===== config.mk =====
export PLATFORM = sky130hd
export DESIGN_NAME = chroma8x8_mode_select_flat
export DESIGN_NICKNAME = d
export VERILOG_FILES = /design/src/rtl/chroma8x8_mode_select_pkg.sv /design/src/rtl/chroma8x8_mode_select_if.sv /design/src/rtl/chroma8x8_mode_select_min3_sel.sv /design/src/rtl/chroma8x8_mode_select.sv /design/src/flat_wrapper.sv
export SDC_FILE = /design/constraint.sdc
export NUM_CORES = 1
export LEC_CHECK = 0
export ABC_AREA = 1
export CORE_AREA = 2 2 646 648
export CTS_BUF_LIST = sky130_fd_sc_hd__clkbuf_4 sky130_fd_sc_hd__clkbuf_8
export DETAILED_ROUTE_END_ITERATION = 12
export DIE_AREA = 0 0 648 650
export GPL_TIMING_DRIVEN = 0
export PLACE_DENSITY = 0.37
export SLEW_MARGIN = 10
export SYNTH_ARGS = -nofsm -noshare
export SYNTH_HDL_FRONTEND = slang
export SYNTH_HIERARCHICAL = 1
export SYNTH_SLANG_ARGS = --single-unit

===== constraint.sdc =====
create_clock -name clk -period 26.3 [get_ports clk]
set_clock_uncertainty 0.15 [all_clocks]
set_input_delay 5.26 -clock clk [delete_from_list [all_inputs] [get_ports clk]]
set_output_delay 5.26 -clock clk [all_outputs]
set_load 0.02 [all_outputs]

===== src/rtl/chroma8x8_mode_select_pkg.sv =====
// Shared IntraPred definitions: chroma mode encoding, SAD slot indices and sample/row types.
package intrapred_pkg;

  localparam int CHROMA_BLK  = 64;
  localparam int CHROMA_ROWS = 8;

  localparam int SAD_V  = 0;
  localparam int SAD_H  = 1;
  localparam int SAD_DC = 2;

  typedef enum logic [1:0] {
    CHROMA_DC = 2'd0,
    CHROMA_H  = 2'd1,
    CHROMA_V  = 2'd2
  } chroma_mode_e;

  typedef logic signed [7:0] sample_t;
  // Column c of a row lives in element [c].
  typedef sample_t [7:0] row_t;

endpackage


===== src/rtl/chroma8x8_mode_select_if.sv =====
// Block offer from the SAD stage plus the row-beat stream toward transform/quant.
interface chroma8x8_mode_select_if #(
  parameter int SAD_W = 8
);
  import intrapred_pkg::*;

  logic             in_valid;
  logic             in_ready;
  logic [SAD_W-1:0] sads [3];
  sample_t          vres [CHROMA_BLK];
  sample_t          hres [CHROMA_BLK];
  sample_t          dcres [CHROMA_BLK];

  logic             out_valid;
  logic             out_ready;
  row_t             out_row;
  logic [2:0]       out_row_idx;
  logic             out_last;
  logic [1:0]       out_mode;
  logic [SAD_W-1:0] out_sad;

  modport master (
    output in_valid, sads, vres, hres, dcres, out_ready,
    input  in_ready, out_valid, out_row, out_row_idx, out_last, out_mode, out_sad
  );

  modport slave (
    input  in_valid, sads, vres, hres, dcres, out_ready,
    output in_ready, out_valid, out_row, out_row_idx, out_last, out_mode, out_sad
  );

endinterface


===== src/rtl/chroma8x8_mode_select_min3_sel.sv =====
// Combinational minimum-of-three SAD selector with DC > H > V tie priority.
module chroma_min3_sel
  import intrapred_pkg::*;
#(
  parameter int W = 8
) (
  input  logic [W-1:0] i_sad_v,
  input  logic [W-1:0] i_sad_h,
  input  logic [W-1:0] i_sad_dc,
  output chroma_mode_e o_mode,
  output logic [W-1:0] o_min_sad
);

  always_comb begin
    o_mode    = CHROMA_DC;
    o_min_sad = i_sad_dc;
    // DC wins any tie it is part of; otherwise H wins a tie with V.
    if (!((i_sad_dc <= i_sad_h) && (i_sad_dc <= i_sad_v))) begin
      if (i_sad_h <= i_sad_v) begin
        o_mode    = CHROMA_H;
        o_min_sad = i_sad_h;
      end else begin
        o_mode    = CHROMA_V;
        o_min_sad = i_sad_v;
      end
    end
  end

endmodule


===== src/rtl/chroma8x8_mode_select.sv =====
// Chroma 8x8 intra mode decision: latch the min-SAD residual block and stream it one row per beat.
module chroma8x8_mode_select
  import intrapred_pkg::*;
#(
  parameter int SAD_W = 8,
  parameter int ROWS  = CHROMA_ROWS
) (
  input  logic                        clk,
  input  logic                        reset,
  chroma8x8_mode_select_if.slave      bus
);

  localparam logic [0:0] ST_IDLE   = 1'b0;
  localparam logic [0:0] ST_STREAM = 1'b1;

  logic [0:0]       r_state;
  logic [2:0]       r_row_cnt;
  chroma_mode_e     r_mode;
  logic [SAD_W-1:0] r_sad;
  row_t             r_buf [ROWS];

  chroma_mode_e     w_mode;
  logic [SAD_W-1:0] w_min_sad;
  row_t             w_sel [ROWS];
  logic             w_accept;
  logic             w_beat;
  logic             w_last_row;

  chroma_min3_sel #(.W(SAD_W)) u_min3 (
    .i_sad_v   (bus.sads[SAD_V]),
    .i_sad_h   (bus.sads[SAD_H]),
    .i_sad_dc  (bus.sads[SAD_DC]),
    .o_mode    (w_mode),
    .o_min_sad (w_min_sad)
  );

  assign bus.in_ready  = (r_state == ST_IDLE);
  assign bus.out_valid = (r_state == ST_STREAM);
  assign w_accept      = bus.in_valid && bus.in_ready;
  assign w_beat        = bus.out_valid && bus.out_ready;
  assign w_last_row    = (r_row_cnt == 3'(ROWS - 1));

  assign bus.out_row     = bus.out_valid ? r_buf[r_row_cnt] : '0;
  assign bus.out_row_idx = r_row_cnt;
  assign bus.out_last    = bus.out_valid && w_last_row;
  assign bus.out_mode    = r_mode;
  assign bus.out_sad     = r_sad;

  // Only the winning block is captured; the other two are never stored.
  genvar gi;
  generate
    for (gi = 0; gi < ROWS; gi++) begin : g_row
      always_comb begin
        w_sel[gi] = '0;
        for (int c = 0; c < 8; c++) begin
          case (w_mode)
            CHROMA_DC: w_sel[gi][c] = bus.dcres[gi*8 + c];
            CHROMA_H:  w_sel[gi][c] = bus.hres[gi*8 + c];
            default:   w_sel[gi][c] = bus.vres[gi*8 + c];
          endcase
        end
      end

      always_ff @(posedge clk) begin
        if (w_accept) begin
          r_buf[gi] <= w_sel[gi];
        end
      end
    end
  endgenerate

  always_ff @(posedge clk or negedge reset) begin
    if (!reset) begin
      r_state   <= ST_IDLE;
      r_row_cnt <= 3'd0;
      r_mode    <= CHROMA_DC;
      r_sad     <= '0;
    end else begin
      case (r_state)
        ST_IDLE: begin
          if (w_accept) begin
            r_mode    <= w_mode;
            r_sad     <= w_min_sad;
            r_row_cnt <= 3'd0;
            r_state   <= ST_STREAM;
          end
        end
        ST_STREAM: begin
          if (w_beat) begin
            if (w_last_row) begin
              r_row_cnt <= 3'd0;
              r_state   <= ST_IDLE;
            end else begin
              r_row_cnt <= r_row_cnt + 3'd1;
            end
          end
        end
        default: r_state <= ST_IDLE;
      endcase
    end
  end

endmodule


===== src/flat_wrapper.sv =====
// flat-port wrapper written by rule: the top's interface ports become plain ports
module chroma8x8_mode_select_flat import intrapred_pkg::*;
#(
  parameter int SAD_W = 8,
  parameter int ROWS  = CHROMA_ROWS
)
  (clk, reset, bus_in_valid, bus_sads, bus_vres, bus_hres, bus_dcres, bus_out_ready, bus_in_ready, bus_out_valid, bus_out_row, bus_out_row_idx, bus_out_last, bus_out_mode, bus_out_sad);
  chroma8x8_mode_select_if #(.SAD_W(SAD_W)) bus_i ();
  input  logic clk;
  input  logic reset;
  input wire logic [$bits(bus_i.in_valid)-1:0] bus_in_valid;
  input wire logic [$bits(bus_i.sads)-1:0] bus_sads;
  input wire logic [$bits(bus_i.vres)-1:0] bus_vres;
  input wire logic [$bits(bus_i.hres)-1:0] bus_hres;
  input wire logic [$bits(bus_i.dcres)-1:0] bus_dcres;
  input wire logic [$bits(bus_i.out_ready)-1:0] bus_out_ready;
  output wire logic [$bits(bus_i.in_ready)-1:0] bus_in_ready;
  output wire logic [$bits(bus_i.out_valid)-1:0] bus_out_valid;
  output wire logic [$bits(bus_i.out_row)-1:0] bus_out_row;
  output wire logic [$bits(bus_i.out_row_idx)-1:0] bus_out_row_idx;
  output wire logic [$bits(bus_i.out_last)-1:0] bus_out_last;
  output wire logic [$bits(bus_i.out_mode)-1:0] bus_out_mode;
  output wire logic [$bits(bus_i.out_sad)-1:0] bus_out_sad;
  assign bus_i.in_valid = bus_in_valid;
  assign bus_i.sads = {>>{bus_sads}};
  assign bus_i.vres = {>>{bus_vres}};
  assign bus_i.hres = {>>{bus_hres}};
  assign bus_i.dcres = {>>{bus_dcres}};
  assign bus_i.out_ready = bus_out_ready;
  assign bus_in_ready = bus_i.in_ready;
  assign bus_out_valid = bus_i.out_valid;
  assign bus_out_row = bus_i.out_row;
  assign bus_out_row_idx = bus_i.out_row_idx;
  assign bus_out_last = bus_i.out_last;
  assign bus_out_mode = bus_i.out_mode;
  assign bus_out_sad = bus_i.out_sad;
  chroma8x8_mode_select #(.SAD_W(SAD_W), .ROWS(ROWS)) u_core (.clk(clk), .reset(reset), .bus(bus_i));
endmodule

======== Yosys cells after proc, flatten, opt, wreduce, memory -nomap -nowiden ========
Memory sizes are Yosys's and may differ from the RTL's.
Index checks and enable logic that the tools add are counted.
cells by class
  add/sub/neg operators ................... 1
  order comparisons ....................... 3
  equality and inequality tests ........... 4
  muxes and demuxes ....................... 78
  bitwise operators ....................... 1
  reduce and logical (&&, ||, !) cells .... 7
operator list
  operator                                                               number
  8-bit case mux with 2 select lines                                     64
  64-bit 2-to-1 mux                                                      1
  8-bit <= comparator                                                    3
  8-bit 2-to-1 mux                                                       2
  3-bit 2-to-1 mux                                                       3
  3-bit case mux with 2 select lines                                     1
  1-bit logical AND                                                      4
  1-bit 2-to-1 mux                                                       4
  2-bit 2-to-1 mux                                                       2
  2-bit inequality test, second input constant                           2
  2-bit AND reduction                                                    2
  3-bit by 1-bit adder with 3-bit output, second input constant          1
  3-bit equality test, second input constant                             1
  2-bit by 1-bit equality test with 1-bit output, second input constant  1
  2-bit logical NOT                                                      1
  1-bit case mux with 2 select lines                                     1
  1-bit NOT                                                              1
storage, ports and cells
  bits in registers ....................... 14
  bits in writable memories ............... 512
  input port bits ......................... 1564
  memories ................................ 1
memories
  memory        words  width  rd ports  clocked after Yosys merged registers in  wr ports  RTL line                     text
  u_core.r_buf  8      64     1         0                                        8         chroma8x8_mode_select.sv:20  row_t r_buf [ROWS];

======== Logic depth before layout (Yosys ltp) ========
  depth after elaboration ................. 5
  depth in mapped cells ................... 18
  depth with buffers taken out ............ 16

======== Hierarchy ========
The synthesis kept the hierarchy.
modules (own cells, without submodules)
  module                 times used  cells each  area an instance (µm²)  sequential area each (µm²)
  chroma8x8_mode_select  1           4385        32822.7                 15725.1
  chroma_min3_sel        1           146         899.6                   0.0

======== Worst setup path after synthesis ========
No wires, ideal clock.
  path kind ............................... input to register
  start point ............................. input bus_in_valid
  end point ............................... memory u_core/r_buf[0][0] (netlist name) (enable)
  library setup time ...................... 4.101 ns
  data arrival time ....................... 14.696 ns
  slack ................................... 7.353 ns
  stages .................................. 2
  buffers on the path ..................... 0
  cells stage by stage .................... nand2_1 clkinv_1
RTL lines
  item         RTL line                     text
  from (decl)  flat_wrapper.sv:11           input wire logic [$bits(bus_i.in_valid)-1:0] bus_in_valid;
  to (decl)    chroma8x8_mode_select.sv:20

======== Final worst setup path ========
  start point ............................. register u_core.r_row_cnt[1], in the netlist u_core/bus.out_row_idx[1]
  end point ............................... output bus_out_row[60]
between the ends
  word-level cells in the longest chain between the ends .. 2
ends and longest elaborated chain
  item                    RTL line                     text
  from (decl)             chroma8x8_mode_select.sv:17  logic [2:0] r_row_cnt;
  from (signal assigned)  chroma8x8_mode_select.sv:94  r_row_cnt <= r_row_cnt + 3'd1;
  memory 8 x 64 bit       --
  64-bit 2-to-1 mux       chroma8x8_mode_select.sv:43  assign bus.out_row = bus.out_valid ? r_buf[r_row_cnt] : '0;
  to (decl)               flat_wrapper.sv:19           output wire logic [$bits(bus_i.out_row)-1:0] bus_out_row;
Every way passes these cells.

==> impl_metrics.py <==
metrics = {
    "clock_tree": {
        "root_buffer": "clkbuf_8",
        "hold_buffers": 0,
        "clockBufferDepth": 3,
        "cts_buffers": 116,
        "insertion_delay_ns": 0.85,
        "post_cts_buffers": 0,
        "cts.repair.resized": 0,
        "cts_tree": "done",
        "h-tree-depth": 3,
        "cts_num_sinks": 526,
        "clk_pin_slew_worst_paths_ns": 0.06,
    },
    "pwr": {
        "ir_drop_v": 0.0000434,
        "power.leakage_nw": 24.2,
        "power.density_nw_per_um2": 87.3,
    },
    "timing": {
        "final-max-slew-violation-count": 0,
        "timing.fmax_mhz": 102,
        "hold_viol": 0,
        "timing.final.crit_share_pct": 37.3,
        "finalCriticalPeriod_ns": 9.80,
        "worst_pin_slew_ns": 1.19,
        "slew_headroom_pct": 20.9,
        "setup_violations": 0,
        "finalSetupTns_ns": 0,
        "rsz0062_at_grt": "false",
    },
    "synth": {
        "syn-cell-area_sq_um": 33700,
        "ys_seq_elements": 526,
        "synth_area_leaders": "edfxtp_1, nand3_1, nand2_1",
        "syn_nets": 6121,
        "synth_top_area_cell": "edfxtp_1",
        "ys_seq_area_share_pct": 46.6,
        "avgSynthCellArea_sq_um": 7.44,
        "synth_edf_count": 512,
        "netlist-cell-type-count": 29,
        "async_flop_share_pct": 2.66,
        "synth_top_area_share_pct": 45.6,
        "yosysWarnings": 6,
        "synth_cells": 4531,
        "ys.flop_type": "edfxtp_1",
    },
    "critical_path": {
        "r2r_slack_ns": 23.10,
        "crit_type": "reg2out",
        "crit_path_start_kind": "flip-flop",
        "crit_arrival_ns": 4.39,
        "cp_max_fo": 10,
        "endpoint_kind": "output port",
        "cp.required_ns": 20.89,
    },
    "final_layout": {
        "fin_util_pct": 14.5,
        "final_common_cell": "clkdlybuf4s50_1",
        "stdcell_count": 12100,
        "layout_common_cells": "clkdlybuf4s50_1, nand2_1, nand3_1",
        "syn_to_final_growth_pct": 78.5,
        "fin_area_sq_um": 60200,
        "drive_gt1_share_pct": 7.41,
        "fin_nets": 7890,
    },
    "routing": {
        "wirelength_microns": 488000,
        "first_iter_violations": 4303,
        "vias_per_cell": 3.60,
        "routedWlPerCell_microns": 40.4,
        "firstDrtPassIters": 6,
        "remaining_drc_errors": 0,
        "drtAntennaViolNets": 0,
        "routed-via-count": 43500,
    },
    "min_path": {
        "hp-class": "reg2reg",
    },
    "global_route": {
        "grt_start_max_net_pins": 78,
        "antenna_found_initial": 545,
        "grt_pass1_vias": 41700,
        "grt_usage_pct": 22.3,
        "grt-ovfl-total": 0,
        "grt_pass1_wl_microns": 573000,
    },
    "place": {
        "port-buffer-count": 1643,
        "numPlacedInstances": 11700,
        "gp_congestion": 0.937,
        "place_area_sq_um": 57300,
        "dp_hpwl_microns": 437000,
    },
    "die": {
        "initial_utilization_pct": 8.13,
        "ios": 1644,
        "die_w_microns": 648,
        "core-area_sq_um": 415000,
        "die_y_microns": 650,
        "die_area_sq_um": 421000,
        "row_count": 237,
    },
    "run_status": {
        "status": "completed",
    },
    "run": {
        "maxCapViolCount": 0,
    },
}
## worst paths after layout
kind                                                        from                            endpoint  cells after the start
min                            u_core/bus.out_sad[4]$_DFFE_PN0P_   u_core/bus.out_sad[4]$_DFFE_PN0P_                      2
max                        u_core/bus.out_row_idx[1]$_DFFE_PN0P_                     bus_out_row[60]                      8
max in group asynchronous                                  reset  u_core/bus.out_mode[0]$_DFFE_PN0P_                      1
max reg2reg                       u_core/bus.out_valid$_DFF_PN0_       u_core/r_buf[4][59]$_DFFE_PP_                      7
min in group asynchronous                                  reset   u_core/bus.out_sad[0]$_DFFE_PN0P_                      1
min reg2reg                    u_core/bus.out_sad[4]$_DFFE_PN0P_   u_core/bus.out_sad[4]$_DFFE_PN0P_                      2
## sequential cells by signal, summed over array words and instances, names as in the netlist
| name | flops |
|---|---|
| u_core/bus.out_sad | 8 |
| u_core/bus.out_mode | 2 |
| u_core/r_buf | 512 |
| u_core/bus.out_row_idx | 3 |
| u_core/bus.out_valid | 1 |
## cell usage after synthesis, types with 3 or more instances
cell      count
inv_1       541
edfxtp_1    512
buf_6        15
ha_1         26
a22oi_1     176
nor2_1      134
buf_4        18
nor2_4        3
clkbuf_1     76
buf_1         8
nand2_2      11
nand2_1    1565
buf_2       217
nand3_1    1188
a21oi_1       9
dfrtp_1      14
## layout make-up
class / instances / area (sq um)
fillers: 47600 / 355000
repair buffers: 1651 / 16700
flip-flops and latches: 526 / 15700
multi-input cells: 3126 / 14200
well taps: 5497 / 6880
inverters: 545 / 2050
clock buffers: 152 / 1870
plain buffers: 334 / 1710
clock inverters: 63 / 588
diodes: 181 / 453
## power by group
group          internal (mW)  switching, mW  leakage (nW)
Clock                  0.565          0.486          1.28
Combinational          0.797           2.32          18.1
Sequential              1.06         0.0325          4.82
## kinds of logic (layout without fill, tap and decap cells)
logic type | count (synthesis) | count (layout) | synth area share, %
AO/OA/AOI/OAI | 193 | 193 | 4.20
other | 0 | 181 | 0
adder cells (fa/ha/maj) | 26 | 26 | 0.965
AND/OR/NAND/NOR | 2907 | 2907 | 37.1
flip-flops | 526 | 526 | 46.6
buffers and inverters | 879 | 2745 | 11.1
## stage by stage
stage          hold WS [ns]  power (mW)  setup slack, ns
2_1_floorplan         0.439        2.22             7.35
3_3_place_gp          0.315        4.36            -3.98
3_5_place_dp          0.318        4.28            15.70
4_1_cts               0.335        5.37            16.18
5_1_grt               0.364        5.48            16.27
6_report              0.330        5.25            16.50
## routing by layer
layer	track usage, %	vias to the layer above	wire length [microns]
met5	0	-	2110
met4	6.93	332	16400
met3	11.2	915	58300
met2	36.6	2442	226000
met1	25.0	21100	185000
li1	-	18700	-
## critical path, cell delays in order (launching register included)
cell and delay, ns:
dfrtp_1 0.42, inv_1 0.24, buf_2 0.39, buf_2 0.72
nand3_1 0.42, nand2_1 0.16, nor2_1 0.09, nor2_1 0.14
clkdlybuf4s50_1 0.92
No activity file was read; power rests on OpenSTA's default activity.
